`config.mk`:
```
export PLATFORM = sky130hd
export DESIGN_NAME = spi_cmd_sequencer
export DESIGN_NICKNAME = d
export VERILOG_FILES = /design/src/rtl/spi_seq_pkg.sv /design/src/rtl/spi_seq_addr_ctr.sv /design/src/rtl/spi_cmd_sequencer.sv
export SDC_FILE = /design/constraint.sdc
export NUM_CORES = 1
export LEC_CHECK = 0
export ABC_AREA = 1
export BUFFER_PORTS_ARGS = -buffer_cell sky130_fd_sc_hd__buf_2
export CORE_MARGIN = 4
export CORE_UTILIZATION = 40
export CTS_CLUSTER_DIAMETER = 50
export DETAILED_ROUTE_END_ITERATION = 8
export PLACE_DENSITY = 0.64
export SLEW_MARGIN = 25
export SYNTH_ARGS = -nofsm -noshare
export SYNTH_HDL_FRONTEND = slang
export SYNTH_HIERARCHICAL = 1
export SYNTH_SLANG_ARGS = --single-unit
export TNS_END_PERCENT = 5
```
`constraint.sdc`:
```
create_clock -name clk -period 3.79 [get_ports clk]
set_clock_uncertainty 0.2 [all_clocks]
set_input_delay 0.5685 -clock clk [delete_from_list [all_inputs] [get_ports clk]]
set_output_delay 0.5685 -clock clk [all_outputs]
set_load 0.02 [all_outputs]
```
`src/rtl/spi_seq_pkg.sv`:
```
// Shared types and constants for the SPI command sequencer: FSM states, opcodes,
// the fill byte and the status byte layout.
package spi_seq_pkg;

  typedef enum logic [2:0] {
    IDLE,
    CMD,
    ADDR,
    WDATA,
    RDATA,
    DISCARD
  } state_t;

  localparam logic [7:0] OP_WRITE  = 8'h02;
  localparam logic [7:0] OP_READ   = 8'h03;
  localparam logic [7:0] OP_STATUS = 8'h05;
  localparam logic [7:0] FILL_BYTE = 8'hFF;

  // Status byte: bit 7 = sticky command error, bit 0 = always 1 (device present).
  function automatic logic [7:0] status_byte(input logic err);
    return {err, 6'b000000, 1'b1};
  endfunction

endpackage

```
`src/rtl/spi_seq_addr_ctr.sv`:
```
// Register address counter: load, advance with modulo-NUM_REGS wrap.
// Advancing is only honoured when SPI_SEQ_AUTOINC_EN is defined; otherwise the address stays put.
module spi_seq_addr_ctr #(
  parameter int ADDR_W   = 4,
  parameter int NUM_REGS = 16
) (
  input  logic              clk,
  input  logic              rst,
  input  logic              load,
  input  logic [ADDR_W-1:0] load_addr,
  input  logic              advance,
  output logic [ADDR_W-1:0] addr
);

`ifdef SPI_SEQ_AUTOINC_EN
  localparam bit AUTOINC = 1'b1;
`else
  localparam bit AUTOINC = 1'b0;
`endif

  localparam logic [ADDR_W-1:0] LAST_ADDR = ADDR_W'(NUM_REGS - 1);

  // NOTE: sequential state uses non-blocking assignments and a synchronous reset
  // tested first, so every register sees the same pre-edge values.
  always_ff @(posedge clk) begin
    if (rst) begin
      addr <= '0;
    end else if (load) begin
      addr <= load_addr;
    end else if (advance && AUTOINC) begin
      addr <= (addr == LAST_ADDR) ? '0 : addr + ADDR_W'(1);
    end
  end

endmodule

```
`src/rtl/spi_cmd_sequencer.sv`:
```
// Command-level SPI slave sequencer: opcode + address decode, register file access and
// transmit preload. Burst address increment is enabled by defining SPI_SEQ_AUTOINC_EN.
module spi_cmd_sequencer
  import spi_seq_pkg::*;
#(
  parameter int ADDR_W   = 4,
  parameter int NUM_REGS = 16
) (
  input  logic              clk,
  input  logic              rst,
  input  logic              frame_active,
  input  logic              rx_valid,
  input  logic [7:0]        rx_data,
  output logic              tx_load,
  output logic [7:0]        tx_data,
  output logic [ADDR_W-1:0] reg_addr,
  input  logic [7:0]        reg_rdata,
  output logic              reg_wr_en,
  output logic [7:0]        reg_wdata,
  output logic              busy,
  output logic              cmd_err
);

  state_t     state;
  logic       frame_q;
  logic       is_read;
  logic       status_mode;
  logic       clr_pending;
  logic       rd_sel;
  logic [7:0] tx_data_q;
  logic       addr_load;
  logic       addr_advance;

  // Register-read loads present reg_rdata for the freshly updated address in the load
  // cycle, then tx_data_q captures it so tx_data stays stable afterwards.
  assign tx_data = rd_sel ? reg_rdata : tx_data_q;
  assign busy    = (state != IDLE);

  assign addr_load    = (state == ADDR) && rx_valid && frame_active;
  // Writes advance in the strobe cycle so the write lands on the pre-advance address.
  assign addr_advance = reg_wr_en ||
                        ((state == RDATA) && rx_valid && frame_active && !status_mode);

  spi_seq_addr_ctr #(
    .ADDR_W  (ADDR_W),
    .NUM_REGS(NUM_REGS)
  ) u_addr_ctr (
    .clk      (clk),
    .rst      (rst),
    .load     (addr_load),
    .load_addr(rx_data[ADDR_W-1:0]),
    .advance  (addr_advance),
    .addr     (reg_addr)
  );

  always_ff @(posedge clk) begin
    if (rst) begin
      state       <= IDLE;
      // NOTE: frame_q resets high so a frame already active across reset is not
      // mistaken for a start edge; a fresh 0->1 transition is required.
      frame_q     <= 1'b1;
      is_read     <= 1'b0;
      status_mode <= 1'b0;
      clr_pending <= 1'b0;
      rd_sel      <= 1'b0;
      tx_data_q   <= 8'h00;
      tx_load     <= 1'b0;
      reg_wr_en   <= 1'b0;
      reg_wdata   <= 8'h00;
      cmd_err     <= 1'b0;
    end else begin
      frame_q     <= frame_active;
      tx_load     <= 1'b0;
      reg_wr_en   <= 1'b0;
      clr_pending <= 1'b0;
      if (rd_sel) begin
        tx_data_q <= reg_rdata;
        rd_sel    <= 1'b0;
      end
      if (clr_pending) cmd_err <= 1'b0;

      if (!frame_active) begin
        state       <= IDLE;
        status_mode <= 1'b0;
      end else begin
        unique case (state)
          IDLE: begin
            if (!frame_q) begin
              tx_load   <= 1'b1;
              tx_data_q <= status_byte(cmd_err);
              state     <= CMD;
            end
          end
          CMD: begin
            if (rx_valid) begin
              unique case (rx_data)
                OP_WRITE: begin
                  is_read <= 1'b0;
                  state   <= ADDR;
                end
                OP_READ: begin
                  is_read <= 1'b1;
                  state   <= ADDR;
                end
                OP_STATUS: begin
                  tx_load     <= 1'b1;
                  tx_data_q   <= status_byte(cmd_err);
                  status_mode <= 1'b1;
                  clr_pending <= 1'b1;
                  state       <= RDATA;
                end
                default: begin
                  cmd_err   <= 1'b1;
                  tx_data_q <= FILL_BYTE;
                  state     <= DISCARD;
                end
              endcase
            end
          end
          ADDR: begin
            if (rx_valid) begin
              if (int'(rx_data) >= NUM_REGS) begin
                cmd_err   <= 1'b1;
                tx_data_q <= FILL_BYTE;
                rd_sel    <= 1'b0;
                state     <= DISCARD;
              end else if (is_read) begin
                tx_load <= 1'b1;
                rd_sel  <= 1'b1;
                state   <= RDATA;
              end else begin
                state <= WDATA;
              end
            end
          end
          WDATA: begin
            if (rx_valid) begin
              reg_wr_en <= 1'b1;
              reg_wdata <= rx_data;
            end
          end
          RDATA: begin
            if (rx_valid) begin
              tx_load <= 1'b1;
              if (status_mode) begin
                tx_data_q   <= status_byte(cmd_err);
                clr_pending <= 1'b1;
              end else begin
                rd_sel <= 1'b1;
              end
            end
          end
          DISCARD: begin
            tx_data_q <= FILL_BYTE;
          end
          default: state <= IDLE;
        endcase
      end
    end
  end

endmodule
```
### Word level (Yosys, flattened, before mapping)

Cells that the tools add are included.

| word-level totals | value |
|---|---|
| bits in registers | 31 |
| bits in latches | 0 |
| bits in writable memories | 0 |
| memory bits (read-only) | 0 |
| input port bits | 20 |
| output and inout bits | 24 |
| word-level logic and storage cells | 80 |
| memories | 0 |

| cells by class | value |
|---|---|
| add/subtract/negate cells | 0 |
| multipliers | 0 |
| div/mod/pow operators | 0 |
| order comparisons | 1 |
| equality and inequality tests | 11 |
| shift operators | 0 |
| muxes and demuxes | 39 |
| bitwise logic cells | 3 |
| reductions and logical operators | 14 |

Operators by type and width:

| kind | count |
|---|---|
| 2-to-1 mux 8 bit | 8 |
| case mux 8 bit (5 select lines) | 1 |
| 2-to-1 mux 1 bit | 17 |
| equality test 8 x 2 -> 1 bit, second input constant | 2 |
| case mux 8 bit (2 select lines) | 1 |
| 2-to-1 mux 3 bit | 5 |
| case mux 3 bit (4 select lines) | 1 |
| OR reduction 3 bit | 3 |
| equality test 8 x 3 -> 1 bit, second input constant | 1 |
| >= comparator 8 x 5 -> 1 bit, second input constant | 1 |
| case mux 1 bit (2 select lines) | 4 |
| AND reduction 4 bit | 2 |
| equality test 3 x 2 -> 1 bit, second input constant | 2 |
| equality test 3 bit, second input constant | 2 |
| inequality test 2 bit, second input constant | 3 |
| case mux 3 bit (2 select lines) | 1 |
| AND reduction 3 bit | 2 |
| case mux 1 bit (4 select lines) | 1 |
| OR reduction 2 bit | 2 |
| equality test 3 x 1 -> 1 bit, second input constant | 1 |
| logical NOT 3 bit | 1 |
| inverter 1 bit | 3 |
| nonzero test 3 bit | 1 |
| logical AND 1 bit | 2 |
| nonzero test 2 bit | 1 |

### Longest topological paths before layout

| depth | value |
|---|---|
| depth in word-level cells | 6 |
| depth in mapped cells | 10 |
| mapped depth without buffers | 10 |

### Cells and area by module

Netlist, hierarchy kept.

Modules (own cells, without submodules):

| module | times used | cells each | area an instance (um^2) | sequential area each (um^2) |
|---|---|---|---|---|
| spi_cmd_sequencer | 1 | 230 | 1446.4 | 540.5 |
| spi_seq_addr_ctr | 1 | 26 | 172.7 | 80.1 |

### Worst setup path after synthesis

OpenSTA, ideal clock, no wires.

| path | value |
|---|---|
| path kind | input -> output |
| start point | input port reg_rdata[4] |
| end point | output port tx_data[4] |
| arrival | 1.079 ns |
| required time | 3.022 ns |
| slack | 1.942 ns |
| stages | 3 |
| buffers on the path | 0 |
| cells stage by stage | or2_2 -> o21ai_0 -> inv_1 |

| between the ends | value |
|---|---|
| longest elaborated chain between the ends | 1 |

Ends and longest elaborated chain:

| item | line | RTL |
|---|---|---|
| start: declaration | spi_cmd_sequencer.sv:17 | `input logic [7:0] reg_rdata,` |
| 2-to-1 mux 8 bit | spi_cmd_sequencer.sv:36 | `assign tx_data = rd_sel ? reg_rdata : tx_data_q;` |
| end: declaration | spi_cmd_sequencer.sv:15 | `output logic [7:0] tx_data,` |

No other way between the ends.

### Worst setup path in the final report

| path | value |
|---|---|
| start point | register rd_sel |
| end point | output port tx_data[6] |

| between the ends | value |
|---|---|
| longest elaborated chain between the ends | 1 |

Ends and longest elaborated chain:

| item | line | RTL |
|---|---|---|
| start: declaration | spi_cmd_sequencer.sv:29 | `logic rd_sel;` |
| start signal: assignment | spi_cmd_sequencer.sv:65 | `rd_sel <= 1'b0;` |
| start signal: assignment | spi_cmd_sequencer.sv:78 | `rd_sel <= 1'b0;` |
| start signal: assignment | spi_cmd_sequencer.sv:125 | `rd_sel <= 1'b0;` |
| 2-to-1 mux 8 bit | spi_cmd_sequencer.sv:36 |  |

No other way between the ends.

==> impl_metrics.env <==
export IMPL_fmax_mhz=431.7
export IMPL_cts_sinks=31
export IMPL_drive_gt1_share_pct=21.26
export IMPL_grt_first_pass_wirelength_microns=6644
export IMPL_finalCriticalPeriod_ns=2.316
export IMPL_holdWs_ns=0.2684
export IMPL_pwr_share_clk_pct=37.9
export IMPL_track_usage_pct=16.24
export IMPL_clockBufferDepth=2
export IMPL_drtIter0Drc=63
export IMPL_top_layer="met4"
export IMPL_drv_slew=0
export IMPL_cpMaxStageDelayCell="dfxtp_1"
export IMPL_end_kind="output port"
export IMPL_worstSkewPairLatency_ns=0.28
export IMPL_place_area_sq_um=1853
export IMPL_synthToLayoutAreaGrowth_pct=20.12
export IMPL_die_h_microns=71.45
export IMPL_setup_violations_final=0
export IMPL_worstPathRequired_ns=3.02
export IMPL_die_x_microns=71.45
export IMPL_grt_antenna_before_repair=0
export IMPL_die_area_sq_um=5105
export IMPL_syn_num_nets=275
export IMPL_diodes=0
export IMPL_wl_met3_microns=250
export IMPL_powerDensity_nw_per_um2=336.3
export IMPL_timing_final_crit_share_pct=61.12
export IMPL_core_sq_um=3771
export IMPL_outcome="completed"
export IMPL_antenna_left=0
export IMPL_gp_congestion=0.9286
export IMPL_drt_met1_wl_microns=1873
export IMPL_yosysWarnings=6
export IMPL_syn_cell_area_sq_um=1610
export IMPL_p_seq_share_pct=51.2
export IMPL_grt_pass1_vias=1549
export IMPL_hold_path_class="flop to flop"
export IMPL_tightest_slew_ns=0.6025
export IMPL_worst_setup_path_start_kind="flop"
export IMPL_worstSetupPathType="flop to output port"
export IMPL_worstPathArrival_ns=1.55
export IMPL_path_clk_slew_ns=0.06
export IMPL_syn_mean_instance_area_sq_um=6.315
export IMPL_port_buffers=43
export IMPL_stdcell_count=349
export IMPL_nNetsFinal=320
export IMPL_cts_htree_levels=2
export IMPL_grt_start_max_net_pins=14
export IMPL_ir_drop_v=0.0001616
export IMPL_cts_hold_repair_buffers=0
export IMPL_drc=0
export IMPL_cts_resized=0
export IMPL_fin_tns_setup_ns=0
export IMPL_wl_microns=3917
export IMPL_wl_per_cell_microns=11.22
export IMPL_numCtsBuffers=5
export IMPL_netlist_instances=255
export IMPL_initial_core_util_pct=42.70
export IMPL_swShare_pct=25.69
export IMPL_power_frac_comb_pct=10.9
export IMPL_finalHoldViolations=0
export IMPL_crit_chain="inv_2 -> or2_2 -> o21ai_0 -> inv_1 -> buf_2"
export IMPL_cts_root_buf="clkbuf_8"
export IMPL_rsz0062_at_grt="false"
export IMPL_p_sw_uw=167.1
export IMPL_viasPerCell=4.782
export IMPL_worst_path_max_fanout=9
export IMPL_leakagePower_uw=0.001008
export IMPL_cts_setup_buffers=0
export IMPL_finalInstanceArea_sq_um=1934
export IMPL_critPathMaxStageDelay_ns=0.50
export IMPL_internal_power_uw=483.4
export IMPL_dp_hpwl_microns=3032
export IMPL_num_io_pins=44
export IMPL_cts_tree="built"
export IMPL_vias=1669
export IMPL_r2r_slack_ns=1.92
export IMPL_grt_overflow=0
export IMPL_cap_violations=0
export IMPL_first_pass_iters=4
export IMPL_placed_cells=341
export IMPL_max_slew_margin_pct=59.68
export IMPL_route_met2_wl_microns=1716
export IMPL_rows=22
## critical path: cells and delay by family, from the launching register on
family	cells	cell delay (ns)
flops	1	0.50
buf+inv	3	0.37
simple gates	1	0.29
compound gates	1	0.10
## area by class of cell
class | count | area (sq um)
clock inverters | 1 | 5.005
flip-flops and latches | 31 | 620.6
well taps | 48 | 60.06
multi-input cells | 180 | 810.8
fillers | 395 | 1837
clock buffers | 7 | 76.32
repair buffers | 43 | 215.2
inverters | 39 | 146.4
## flip-flops by register name (all words and copies together), names as in the netlist
signal and cells:
clr_pending 1, cmd_err 1, frame_q 1, is_read 1, rd_sel 1, reg_wdata 8
reg_wr_en 1, state 3, status_mode 1, tx_data_q 8, tx_load 1, u_addr_ctr/addr 4
## placed cells by master, fill, tap and decap left out, types with 2 or more instances in the layout
cell type	n
nand3_1	5
nand3b_1	2
clkbuf_8	5
nand4_1	2
inv_2	5
inv_1	34
dfxtp_1	31
a21boi_1	2
nor2_2	3
o21ai_1	4
nor2_1	46
clkbuf_1	2
nand2_2	2
buf_2	43
nand2_1	65
o21ai_0	15
or2_2	2
o22ai_1	3
a21oi_1	20
## power by group through the flow
stage	combinational (uW)	clock, uW	sequential (uW)
6_report	71.2	247	333
5_1_grt	80.5	270	333
3_5_place_dp	70.9	0	340
4_1_cts	71.3	257	333
2_1_floorplan	44.9	0	340
3_3_place_gp	70.8	0	340
## worst paths after layout
kind	startpoint	to	depth (start not counted)
setup / recovery	rd_sel	tx_data[6]	5
hold reg to reg	u_addr_ctr/addr[3]	u_addr_ctr/addr[3]	2
setup reg to reg	state[1]	reg_wdata[5]	5
hold / removal	u_addr_ctr/addr[3]	u_addr_ctr/addr[3]	2
## metrics by stage
stage | power (uW) | worst slack, ns | util (%)
after floorplan | 385.2 | 1.942 | -
after global placement | 410.7 | 1.754 | 49.14
after detailed placement | 410.9 | 1.702 | 49.14
after CTS | 661.4 | 1.452 | 51.29
after global routing | 683.6 | 1.366 | 51.29
final | 650.6 | 1.474 | 51.29
## routing by layer
layer  vias up  GRT usage [%]
met4         0          6.263
met3         6          5.891
met1       729          20.09
met5         -              0
li1        890              -
met2        44          25.71
(Power assumes the default switching activity.)
